==> src/rtl/uart_boot_loader.sv <==
// UART boot loader: parses an A5/LEN/data/CHK frame and writes the image into memory port 0.
// Loader writes are a one-cycle strobe the cycle after each word's 4th byte; after DONE, port 0 passes straight through from the core.
module uart_boot_loader #(
  parameter int ADDR_W         = 9,
  parameter int MAX_WORDS      = 512,
  parameter int TIMEOUT_CYCLES = 1000000
) (
  input  logic              clk_i,
  input  logic              reset_i,
  input  logic              boot_skip_i,
  input  logic [7:0]        rx_data_i,
  input  logic              rx_valid_i,
  input  logic              core_csb_i,
  input  logic              core_web_i,
  input  logic [3:0]        core_wmask_i,
  input  logic [ADDR_W-1:0] core_addr_i,
  input  logic [31:0]       core_din_i,
  output logic              mem_csb_o,
  output logic              mem_web_o,
  output logic [3:0]        mem_wmask_o,
  output logic [ADDR_W-1:0] mem_addr_o,
  output logic [31:0]       mem_din_o,
  output logic              core_rst_no,
  output logic              boot_done_o,
  output logic              boot_err_o
);
  localparam int TMO_W = $clog2(TIMEOUT_CYCLES + 1);

  typedef enum logic [2:0] {
    S_START, S_SYNC, S_LEN_LO, S_LEN_HI, S_DATA, S_CHECK, S_DONE, S_ERROR
  } state_t;

  state_t            state_q, state_d;
  logic [7:0]        len_lo_q, len_lo_d;
  logic [ADDR_W:0]   len_q, len_d;
  logic [ADDR_W:0]   idx_q, idx_d;
  logic [1:0]        cnt_q, cnt_d;
  logic [31:0]       word_q, word_d;
  logic [7:0]        chk_q, chk_d;
  logic [TMO_W-1:0]  tmo_q, tmo_d;
  logic              wr_q, wr_d;
  logic [ADDR_W-1:0] wr_addr_q, wr_addr_d;
  logic [31:0]       wr_dat_q, wr_dat_d;
  logic              rst_n_q, rst_n_d;
  logic              done_q, done_d;
  logic              err_q, err_d;

  logic [15:0]       len16;
  logic [ADDR_W:0]   idx_nxt;
  logic [31:0]       word_nxt;
  logic              active;
  logic              timeout;

  assign len16    = {rx_data_i, len_lo_q};
  assign idx_nxt  = idx_q + (ADDR_W+1)'(1);
  assign word_nxt = {rx_data_i, word_q[31:8]};
  assign active   = (state_q == S_LEN_LO) || (state_q == S_LEN_HI) ||
                    (state_q == S_DATA)   || (state_q == S_CHECK);
  assign timeout  = active && !rx_valid_i && (tmo_q == TMO_W'(TIMEOUT_CYCLES - 1));

  always_comb begin
    state_d   = state_q;
    len_lo_d  = len_lo_q;
    len_d     = len_q;
    idx_d     = idx_q;
    cnt_d     = cnt_q;
    word_d    = word_q;
    chk_d     = chk_q;
    tmo_d     = (rx_valid_i || !active) ? '0 : tmo_q + TMO_W'(1);
    wr_d      = 1'b0;
    wr_addr_d = wr_addr_q;
    wr_dat_d  = wr_dat_q;
    rst_n_d   = rst_n_q;
    done_d    = done_q;
    err_d     = err_q;

    case (state_q)
      S_START: begin
        if (boot_skip_i) begin
          state_d = S_DONE;
          rst_n_d = 1'b1;
          done_d  = 1'b1;
        end else begin
          state_d = S_SYNC;
        end
      end
      S_SYNC, S_ERROR: begin
        if (rx_valid_i && rx_data_i == 8'hA5) begin
          state_d = S_LEN_LO;
          err_d   = 1'b0;
          chk_d   = '0;
          idx_d   = '0;
          cnt_d   = '0;
        end
      end
      S_LEN_LO: begin
        if (rx_valid_i) begin
          len_lo_d = rx_data_i;
          chk_d    = chk_q ^ rx_data_i;
          state_d  = S_LEN_HI;
        end
      end
      S_LEN_HI: begin
        if (rx_valid_i) begin
          chk_d = chk_q ^ rx_data_i;
          len_d = len16[ADDR_W:0];
          if (len16 > 16'(MAX_WORDS)) state_d = S_ERROR;
          else if (len16 == 16'd0)    state_d = S_CHECK;
          else                        state_d = S_DATA;
        end
      end
      S_DATA: begin
        if (rx_valid_i) begin
          chk_d  = chk_q ^ rx_data_i;
          word_d = word_nxt;
          cnt_d  = cnt_q + 2'd1;
          if (cnt_q == 2'd3) begin
            wr_d      = 1'b1;
            wr_addr_d = idx_q[ADDR_W-1:0];
            wr_dat_d  = word_nxt;
            idx_d     = idx_nxt;
            // The write strobe lands in CHECK so a back-to-back CHK byte is not lost.
            if (idx_nxt == len_q) state_d = S_CHECK;
          end
        end
      end
      S_CHECK: begin
        if (rx_valid_i) begin
          if (rx_data_i == chk_q) begin
            state_d = S_DONE;
            rst_n_d = 1'b1;
            done_d  = 1'b1;
          end else begin
            state_d = S_ERROR;
          end
        end
      end
      default: ;
    endcase

    if (timeout) state_d = S_ERROR;

    if (state_d == S_ERROR && state_q != S_ERROR) begin
      err_d = 1'b1;
      idx_d = '0;
      chk_d = '0;
      cnt_d = '0;
    end
  end

  always_ff @(posedge clk_i) begin
    if (!reset_i) begin
      state_q   <= S_START;
      len_lo_q  <= '0;
      len_q     <= '0;
      idx_q     <= '0;
      cnt_q     <= '0;
      word_q    <= '0;
      chk_q     <= '0;
      tmo_q     <= '0;
      wr_q      <= 1'b0;
      wr_addr_q <= '0;
      wr_dat_q  <= '0;
      rst_n_q   <= 1'b0;
      done_q    <= 1'b0;
      err_q     <= 1'b0;
    end else begin
      state_q   <= state_d;
      len_lo_q  <= len_lo_d;
      len_q     <= len_d;
      idx_q     <= idx_d;
      cnt_q     <= cnt_d;
      word_q    <= word_d;
      chk_q     <= chk_d;
      tmo_q     <= tmo_d;
      wr_q      <= wr_d;
      wr_addr_q <= wr_addr_d;
      wr_dat_q  <= wr_dat_d;
      rst_n_q   <= rst_n_d;
      done_q    <= done_d;
      err_q     <= err_d;
    end
  end

  always_comb begin
    if (state_q == S_DONE) begin
      mem_csb_o   = core_csb_i;
      mem_web_o   = core_web_i;
      mem_wmask_o = core_wmask_i;
      mem_addr_o  = core_addr_i;
      mem_din_o   = core_din_i;
    end else begin
      mem_csb_o   = ~wr_q;
      mem_web_o   = ~wr_q;
      mem_wmask_o = {4{wr_q}};
      mem_addr_o  = wr_addr_q;
      mem_din_o   = wr_dat_q;
    end
  end

  assign core_rst_no = rst_n_q;
  assign boot_done_o = done_q;
  assign boot_err_o  = err_q;
endmodule

==> config.mk <==
export PLATFORM = sky130hd
export DESIGN_NAME = uart_boot_loader
export DESIGN_NICKNAME = d
export VERILOG_FILES = /design/src/rtl/uart_boot_loader.sv
export SDC_FILE = /design/constraint.sdc
export NUM_CORES = 1
export LEC_CHECK = 0
export ABC_AREA = 1
export CAP_MARGIN = 20
export CORE_MARGIN = 2
export CORE_UTILIZATION = 25
export DETAILED_ROUTE_END_ITERATION = 10
export DONT_BUFFER_PORTS = 1
export PLACE_DENSITY = 0.49
export SLEW_MARGIN = 5
export SYNTH_ARGS = -nofsm -noshare
export SYNTH_HDL_FRONTEND = slang
export SYNTH_SLANG_ARGS = --single-unit
==> constraint.sdc <==
create_clock -name clk_i -period 4 [get_ports clk_i]
set_clock_uncertainty 0.1 [all_clocks]
set_input_delay 1 -clock clk_i [delete_from_list [all_inputs] [get_ports clk_i]]
set_output_delay 1 -clock clk_i [all_outputs]
set_load 0.01 [all_outputs]
# --- After elaboration in Yosys (flattened, before gate mapping) ---
# Cells that the tools add are included.
totals:
  register_bits: 137
  output_inout_bits: 50
  input_bits: 59
  wordCells: 108
op_classes:
  eq_ne: 21
  muxes: 36
  bitwise: 3
  n_reduce_logical: 31
  magnitude_cmp: 1
  add_sub_neg: 3
ops:
  columns: ["operator", "count"]
  rows:
  - ["$mux 32", 1]
  - ["$mux 10", 3]
  - ["$mux 3", 9]
  - ["$add 20x1->20 const B", 1]
  - ["$eq 20x20->1 const B", 1]
  - ["$pmux 10 s2", 1]
  - ["$pmux 3 s6", 1]
  - ["$gt 16x10->1 const B", 1]
  - ["$logic_not 16->1", 1]
  - ["$mux 8", 2]
  - ["$pmux 8 s2", 1]
  - ["$eq 3x3->1 const B", 5]
  - ["$reduce_and 3->1", 4]
  - ["$mux 1", 11]
  - ["$add 10x1->10 const B", 1]
  - ["$eq 10x10->1", 1]
  - ["$reduce_bool 2->1", 5]
  - ["$mux 9", 1]
  - ["$eq 8x8->1", 1]
  - ["$eq 8x8->1 const B", 1]
  - ["$ne 2x2->1 const B", 4]
  - ["$reduce_and 2->1", 4]
  - ["$reduce_and 4->1", 2]
  - ["$xor 8x8->8", 1]
  - ["other kinds (17)", 32]

# --- Depth between registers and ports, before layout ---
# Gate-level depths: netlist of the first run.
depth:
  depth_word: 11
  depth_mapped: 15
  depth_no_buf: 14

# --- Worst setup path before layout of the first run ---
# Ideal clock, no wire load.
synth_path:
  path_type: "reg-to-output"
  startpoint: "reg state_q[1]"
  endpoint: "out mem_addr_o[0]"
  arrival_time_ps: 1308
  required_ps: 2900
  stages_incl_launch_ff: 8
  slack_ps: 1592
  n_path_buf: 1
  cell_sequence: "dfxtp_1 inv_1 nor2_2 nand2_1 inv_2 buf_1 nand2_1 o21ai_0"
synth_between:
  elab_chain_len: 2
synth_lines:
  columns: ["item", "line_no", "rtl"]
  rows:
  - ["start: declaration", "33", "state_t state_q, state_d;"]
  - ["start signal: assignment", "168", "state_q <= state_d;"]
  - ["$eq 3x3->1", "186", "if (state_q == S_DONE) begin"]
  - ["$mux 9", "186", null]
  - ["end: declaration", "21", "output logic [ADDR_W-1:0] mem_addr_o,"]
# Every way passes these cells.

# --- Final worst setup path of the first run ---
layout_path:
  startpoint: "reg state_q[1]"
  endpoint: "out mem_din_o[14]"
layout_between:
  elab_chain_len: 2
layout_lines:
  columns: ["item", "line_no", "rtl"]
  rows:
  - ["$eq 3x3->1", "186", null]
  - ["$mux 32", "186", null]
  - ["end: declaration", "22", "output logic [31:0] mem_din_o,"]
# Every way passes these cells.

==> metrics.log, run 1 <==
[metrics] global-route congestion overflow total: 0
[metrics] drt via density: 4.45
[metrics] Non-Filler Instances: 1188
[metrics] Final #Nets: 918
[metrics] # setup viols final: 0
[metrics] diode count: 0
[metrics] htree depth: 4
[metrics] clock insertion delay at the later pin of the skew report: 0.43 ns
[metrics] Die W: 159 um
[metrics] proportion of layout cells with a drive suffix above 1: 7.59%
[metrics] violation count after the first detailed-routing iteration: 305
[metrics] placed insts: 1156
[metrics] wire length of the first global-routing pass: 25.8 mm
[metrics] Mapped Avg Cell Area: 6.93 sq um
[metrics] total number of yosys warnings: 0
[metrics] kind of end point of the critical path: primary output
[metrics] status: completed
[metrics] post-synthesis cell type count: 40
[metrics] sort of element at the start of the critical path: register
[metrics] Starting Density: 25.6%
[metrics] Floorplan Core Area: 23500 sq um
[metrics] Max Buffers Root-to-Sink: 2
[metrics] Vert. Die Dim: 159 um
[metrics] maximum number of pins on one net before global-route repair: 74
[metrics] final critical path time including I/O delays and setup: 3.41 ns
[metrics] Post-Syn Instances: 870
[metrics] Slew headroom: 45.5%
[metrics] number of pins with negative max-slew slack in the final report: 0
[metrics] initial antenna violation count: 0
[metrics] synthesis-to-layout area growth: 13.7%
[metrics] vias after detailed routing: 5288
[metrics] Inserted Clock Buffers: 17
[metrics] total detailed-routing wirelength: 15.7 mm
[metrics] detail-routed net length per standard cell: 13.2 um
[metrics] power density over the cells: 530 nW/um^2
[metrics] post-CTS setup buffer count: 0
[metrics] max-cap violations: 0
[metrics] final-report hold violation count: 0
[metrics] TritonCTS clock tree: done
[metrics] Crit path required time: 2.90 ns
[metrics] Hold/Removal Path Class: register to register
[metrics] number of port buffers: 0
[metrics] number of top-level pins: 109
[metrics] Resized cells post-CTS: 0
[metrics] detailed placement HPWL: 10.9 mm
[metrics] post-synth net total: 932
[metrics] Final GP Congestion: 0.797
[metrics] clock sink count: 129
[metrics] RSZ-0062 raised after global routing: no
[metrics] ratio of final minimum period to clock period: 85.4%
[metrics] number of hold buffers added after CTS: 0
[metrics] die area: 25400 sq um
[metrics] Clk pin slew, worst setup/hold paths: 0.06 ns
[metrics] P_leak: 2.55 nW
[metrics] minimum setup slack in the final design: 0.586 ns
[metrics] total global-route track usage: 12.7%
[metrics] DRC violations left: 0
[metrics] Max Freq: 0.293 GHz
[metrics] setup slack at placement: 1.02 ns
[metrics] std cell rows: 56
[metrics] category of the most critical setup path: register to primary output
[metrics] vias in the first global route: 4969
[metrics] sequential share of the synthesized area: 42.8%
[metrics] total power draw: 0.00364 W
[metrics] total negative slack for setup checks: 0 ns
[metrics] first-pass iteration count of the detailed router: 4
[metrics] total standard cell area after synthesis: 6030 sq um
[metrics] VDD IR-drop max: 0.279 mV
[metrics] Crit Path Max Fanout: 73
[metrics] register bit count reported by yosys: 129
[metrics] Clock Root Buffer: clkbuf_16
[metrics] transition time at the pin with the least slew margin: 0.815 ns
[metrics] data arrival time of the worst path: 2.31 ns
[metrics] worst hold slack: 0.346 ns
[metrics] post-route ant nets: 0
==> logic make-up (layout without fill, tap and decap cells) <==
group           count (synthesis)  count (layout)  synth area share [%]
simple gates                  386             386                  26.7
xor+xnor                       17              17                  2.47
compound gates                196             196                  18.1
fa+ha+maj                       3               3                 0.622
flops                         129             129                  42.8
buf+inv                       139             138                  9.23
==> final timing paths <==
kind                                   from             to  slack (ns)  cells past startpoint
worst max-delay path             state_q[1]  mem_din_o[14]        0.59                      6
worst min-delay path            wr_dat_q[1]    wr_dat_q[1]        0.35                      2
worst max register to register     idx_q[0]       idx_q[3]        1.40                     14
worst min register to register  wr_dat_q[1]    wr_dat_q[1]        0.35                      2
==> layer usage <==
metal / GRT usage, % / wire, um / vias up / share of wire, %
li1: - / - / 2793 / -
met5: 0 / 0 / - / 0
met1: 15.6 / 7490 / 2358 / 48
met2: 20.0 / 6760 / 120 / 43
met3: 5.31 / 1260 / 17 / 8.0
met4: 4.63 / 218 / 0 / 1.4
==> cells in the mapped netlist (all sizes together) <==
| cell type | number | share of area (%) |
|---|---|---|
| xnor2 | 11 | 1.6 |
| nand3 | 39 | 3.3 |
| o21bai | 3 | 0.37 |
| nor3b | 1 | 0.12 |
| ha | 3 | 0.62 |
| clkinv | 2 | 0.12 |
| a221oi | 10 | 1.5 |
| nor3 | 8 | 0.75 |
| o31a | 8 | 1.2 |
| nor4 | 2 | 0.21 |
| o21a | 2 | 0.25 |
| buf | 13 | 1.4 |
| a31oi | 3 | 0.31 |
| nor2 | 113 | 7.8 |
| dfxtp | 129 | 43 |
| a22oi | 5 | 0.62 |
| o211ai | 1 | 0.12 |
| xor2 | 6 | 0.87 |
| a211oi | 2 | 0.25 |
| o21ai | 93 | 7.8 |
| a32oi | 1 | 0.15 |
| a21oi | 68 | 5.6 |
| nand2 | 211 | 13 |
| and2 | 2 | 0.21 |
| or2 | 2 | 0.21 |
| clkbuf | 27 | 1.7 |
| nand3b | 3 | 0.37 |
| inv | 97 | 6.0 |
| nand4 | 5 | 0.52 |
==> sequential cells by signal (all words and copies together), names as in the netlist <==
signal       count
wr_dat_q        32
word_q          24
tmo_q           20
idx_q           10
len_q           10
wr_addr_q        9
chk_q            8
len_lo_q         8
state_q          3
cnt_q            2
boot_done_o      1
boot_err_o       1
wr_q             1
==> layout by cell type, fill, tap and decap left out, types with 5 or more instances in the layout <==
cell / instances
inv_1: 94
nor2_2: 15
nor2_1: 97
nand3_1: 38
dfxtp_1: 129
clkbuf_16: 17
o31a_1: 8
nand2_1: 208
nand4_1: 5
xnor2_1: 11
a22oi_1: 5
buf_4: 7
nor3_1: 7
xor2_1: 6
clkinv_4: 5
o21ai_0: 92
a221oi_1: 10
a21oi_1: 68
==> where the power goes <==
part           internal [W]  switching, W
Sequential          0.00138     0.0000826
Combinational      0.000214      0.000480
Clock              0.000858      0.000618
Total               0.00246       0.00118
==> layout make-up <==
cell class / instances / area (sq um)
Tap cell: 319 / 399
Multi-Input combinational cell: 602 / 2890
Clock buffer: 17 / 425
Inverter: 99 / 372
Fill cell: 2590 / 16700
Clock inverter: 15 / 135
Sequential cell: 129 / 2580
Timing Repair Buffer: 7 / 52.6
==> worst max-delay path, cell delays in order, from the launching register on <==
cell,delay (ns)
dfxtp_1,0.36
inv_1,0.11
nor2_2,0.13
nand2_1,0.37
inv_2,0.12
buf_4,0.50
o21ai_0,0.29
==> through the flow <==
step                      area, sq um  util (%)
after floorplan                  6030         -
after global placement           6300      26.7
after detailed placement         6300      26.7
after CTS                        6860      29.1
after global routing             6860      29.1
final                            6860      29.1
Power figures use the tool's default switching activity.
==> run 2, diff against run 1 <==
Settings changed: CELL_PAD_IN_SITES_DETAIL_PLACEMENT set to 2, CELL_PAD_IN_SITES_GLOBAL_PLACEMENT set to 2, PLACE_DENSITY 0.49 to 0.71, SKIP_CTS_REPAIR_TIMING set to 1.
==> metrics.log, run 2 (synthesized netlist as in run 1, its figures left out) <==
[metrics] std cell rows: 56 (unchanged)
[metrics] Largest register FFs: 32 (unchanged)
[metrics] maximum number of pins on one net before global-route repair: 74 (unchanged)
[metrics] most used routing layer in global routing: met2
[metrics] die area: 25400 sq um (unchanged)
[metrics] total negative slack for setup checks: 0 ns (unchanged)
[metrics] category of the most critical setup path: register to primary output
[metrics] violation count after the first detailed-routing iteration: 185 (-39%)
[metrics] detailed placement HPWL: 13.4 mm (+23%)
[metrics] wire length of the first global-routing pass: 31.7 mm (+23%)
[metrics] Non-Filler Instances: 1188 (unchanged)
[metrics] setup slack at placement: 0.967 ns (-0.0539 ns)
[metrics] clock sink count: 129 (unchanged)
[metrics] number of top-level pins: 109 (unchanged)
[metrics] max-cap violations: 0 (unchanged)
[metrics] total detailed-routing wirelength: 18.9 mm (+20%)
[metrics] final critical path time including I/O delays and setup: 3.45 ns (+0.0308 ns)
[metrics] post-route ant nets: 0 (unchanged)
[metrics] startpoint of the lowest-slack hold path: wr_addr_q[6]
[metrics] RSZ-0062 raised after global routing: no
[metrics] detail-routed net length per standard cell: 15.9 um (+20%)
[metrics] Clock Root Buffer: clkbuf_16
[metrics] initial antenna violation count: 0 (unchanged)
[metrics] most frequent cells in the layout: nand2_1, dfxtp_1, nor2_1
[metrics] slack of the worst reg-to-reg path: 1.24 ns (-0.16 ns)
[metrics] Slew headroom: 45.8% (+0.28 points)
[metrics] Vert. Die Dim: 159 um (unchanged)
[metrics] htree depth: 4 (unchanged)
[metrics] global-route congestion overflow total: 0 (unchanged)
[metrics] Inserted Clock Buffers: 17 (unchanged)
[metrics] placed insts: 1156 (unchanged)
[metrics] GR met3 Demand/Resource: 5.44% (+0.13 points)
[metrics] number of pins with negative max-slew slack in the final report: 0 (unchanged)
[metrics] Clk pin slew, worst setup/hold paths: 0.06 ns (about the same)
[metrics] met1 layer usage reported by global route: 19.0% (+3.4 points)
[metrics] diode count: 0 (unchanged)
[metrics] power density over the cells: 563 nW/um^2 (+6.2%)
[metrics] vias after detailed routing: 5588 (+5.7%)
[metrics] hold path cells: 2 (unchanged)
[metrics] first-pass iteration count of the detailed router: 4 (unchanged)
[metrics] data arrival time of the worst path: 2.35 ns (+0.04 ns)
[metrics] TritonCTS clock tree: done
[metrics] P_leak: 2.58 nW (+1.3%)
[metrics] Worst R2R End: idx_q[6]
[metrics] Final GP Congestion: 0.820 (+2.9%)
[metrics] minimum setup slack in the final design: 0.555 ns (-0.0308 ns)
[metrics] transition time at the pin with the least slew margin: 0.811 ns (-0.00423 ns)
[metrics] final core utilization: 29.4% (+0.30 points)
[metrics] Critical R2R Launch: idx_q[0]
[metrics] number of port buffers: 0 (unchanged)
[metrics] met2 Resource Use GR: 25.6% (+5.6 points)
[metrics] final-report hold violation count: 0 (unchanged)
[metrics] clock insertion delay at the later pin of the skew report: 0.43 ns (about the same)
[metrics] Max Buffers Root-to-Sink: 2 (unchanged)
[metrics] Top reg by flops: wr_dat_q
[metrics] total global-route track usage: 15.5% (+2.8 points)
[metrics] drt via density: 4.70 (+5.7%)
[metrics] biggest regs: wr_dat_q (32), word_q (24), tmo_q (20)
[metrics] Floorplan Core Area: 23500 sq um (unchanged)
[metrics] proportion of layout cells with a drive suffix above 1: 7.48% (-0.12 points)
[metrics] Hold/Removal Path Class: register to register
[metrics] # setup viols final: 0 (unchanged)
[metrics] Die W: 159 um (unchanged)
[metrics] synthesis-to-layout area growth: 14.9%
[metrics] R2R cell count: 14 (unchanged)
[metrics] vias in the first global route: 6024 (+21%)
[metrics] status: completed
[metrics] Final #Nets: 918 (unchanged)
[metrics] Max Freq: 0.290 GHz (-0.89%)
[metrics] Starting Density: 25.6% (unchanged)
[metrics] sort of element at the start of the critical path: register
[metrics] Crit Path Max Fanout: 73 (unchanged)
[metrics] Crit path required time: 2.90 ns (about the same)
[metrics] kind of end point of the critical path: primary output
[metrics] most frequent standard cell in the layout excluding fill and tap cells: nand2_1
[metrics] Hold Path End: wr_addr_q[6]
[metrics] DRC violations left: 0 (unchanged)
[metrics] VDD IR-drop max: 0.343 mV (+23%)
[metrics] ratio of final minimum period to clock period: 86.1% (+0.77 points)
-- run 2: through the flow --
| step | area (sq um) | power (W) | hold slack (ns) |
|---|---|---|---|
| 4_1_cts | 6930 | 0.00396 | 0.358 |
| 3_5_place_dp | 6300 | 0.00224 | 0.349 |
| 3_3_place_gp | 6300 | 0.00221 | 0.337 |
| 5_1_grt | 6930 | 0.00413 | 0.377 |
| 6_report | 6930 | 0.00390 | 0.352 |
| 2_1_floorplan | 6030 | 0.00207 | 0.318 |
-- run 2: layout make-up --
type / count / area [sq um]
inverter: 99 / 372
fill: 2825 / 16600
sequential: 129 / 2580
tap: 319 / 399
clock buffer: 18 / 429
clock inverter: 14 / 201
timing repair buffer: 7 / 52.6
multi-input combinational: 602 / 2890
-- run 2: how the worst max path moves through the flow --
stage	startpoint	end	slack (ns)	cells after the start
floorplan	state_q[1]	mem_addr_o[0]	1.59	7
global placement	state_q[1]	mem_din_o[14]	1.09	6
detailed placement	state_q[1]	mem_din_o[18]	0.97	7
CTS	state_q[1]	mem_din_o[18]	0.49	7
global route	state_q[1]	mem_din_o[12]	0.23	7
finish	state_q[1]	mem_din_o[18]	0.55	7
-- run 2: routing by layer --
| layer | wire, um | up-vias |
|---|---|---|
| li1 | - | 2775 |
| met4 | 255 | 0 |
| met1 | 8740 | 2702 |
| met2 | 8730 | 90 |
| met3 | 1180 | 21 |
| met5 | 0 | - |
-- run 2: critical path, stage by stage (launching register included) --
cell     delay, ns
dfxtp_1       0.38
inv_1         0.11
nor2_2        0.13
nand2_1       0.35
inv_2         0.12
buf_4         0.50
nand2_1       0.10
o21ai_0       0.20
-- run 2: power breakdown --
group          total, W  internal, W  switching (W)
sequential      0.00147      0.00138      0.0000878
clock           0.00169      0.00105       0.000639
combinational  0.000737     0.000214       0.000523
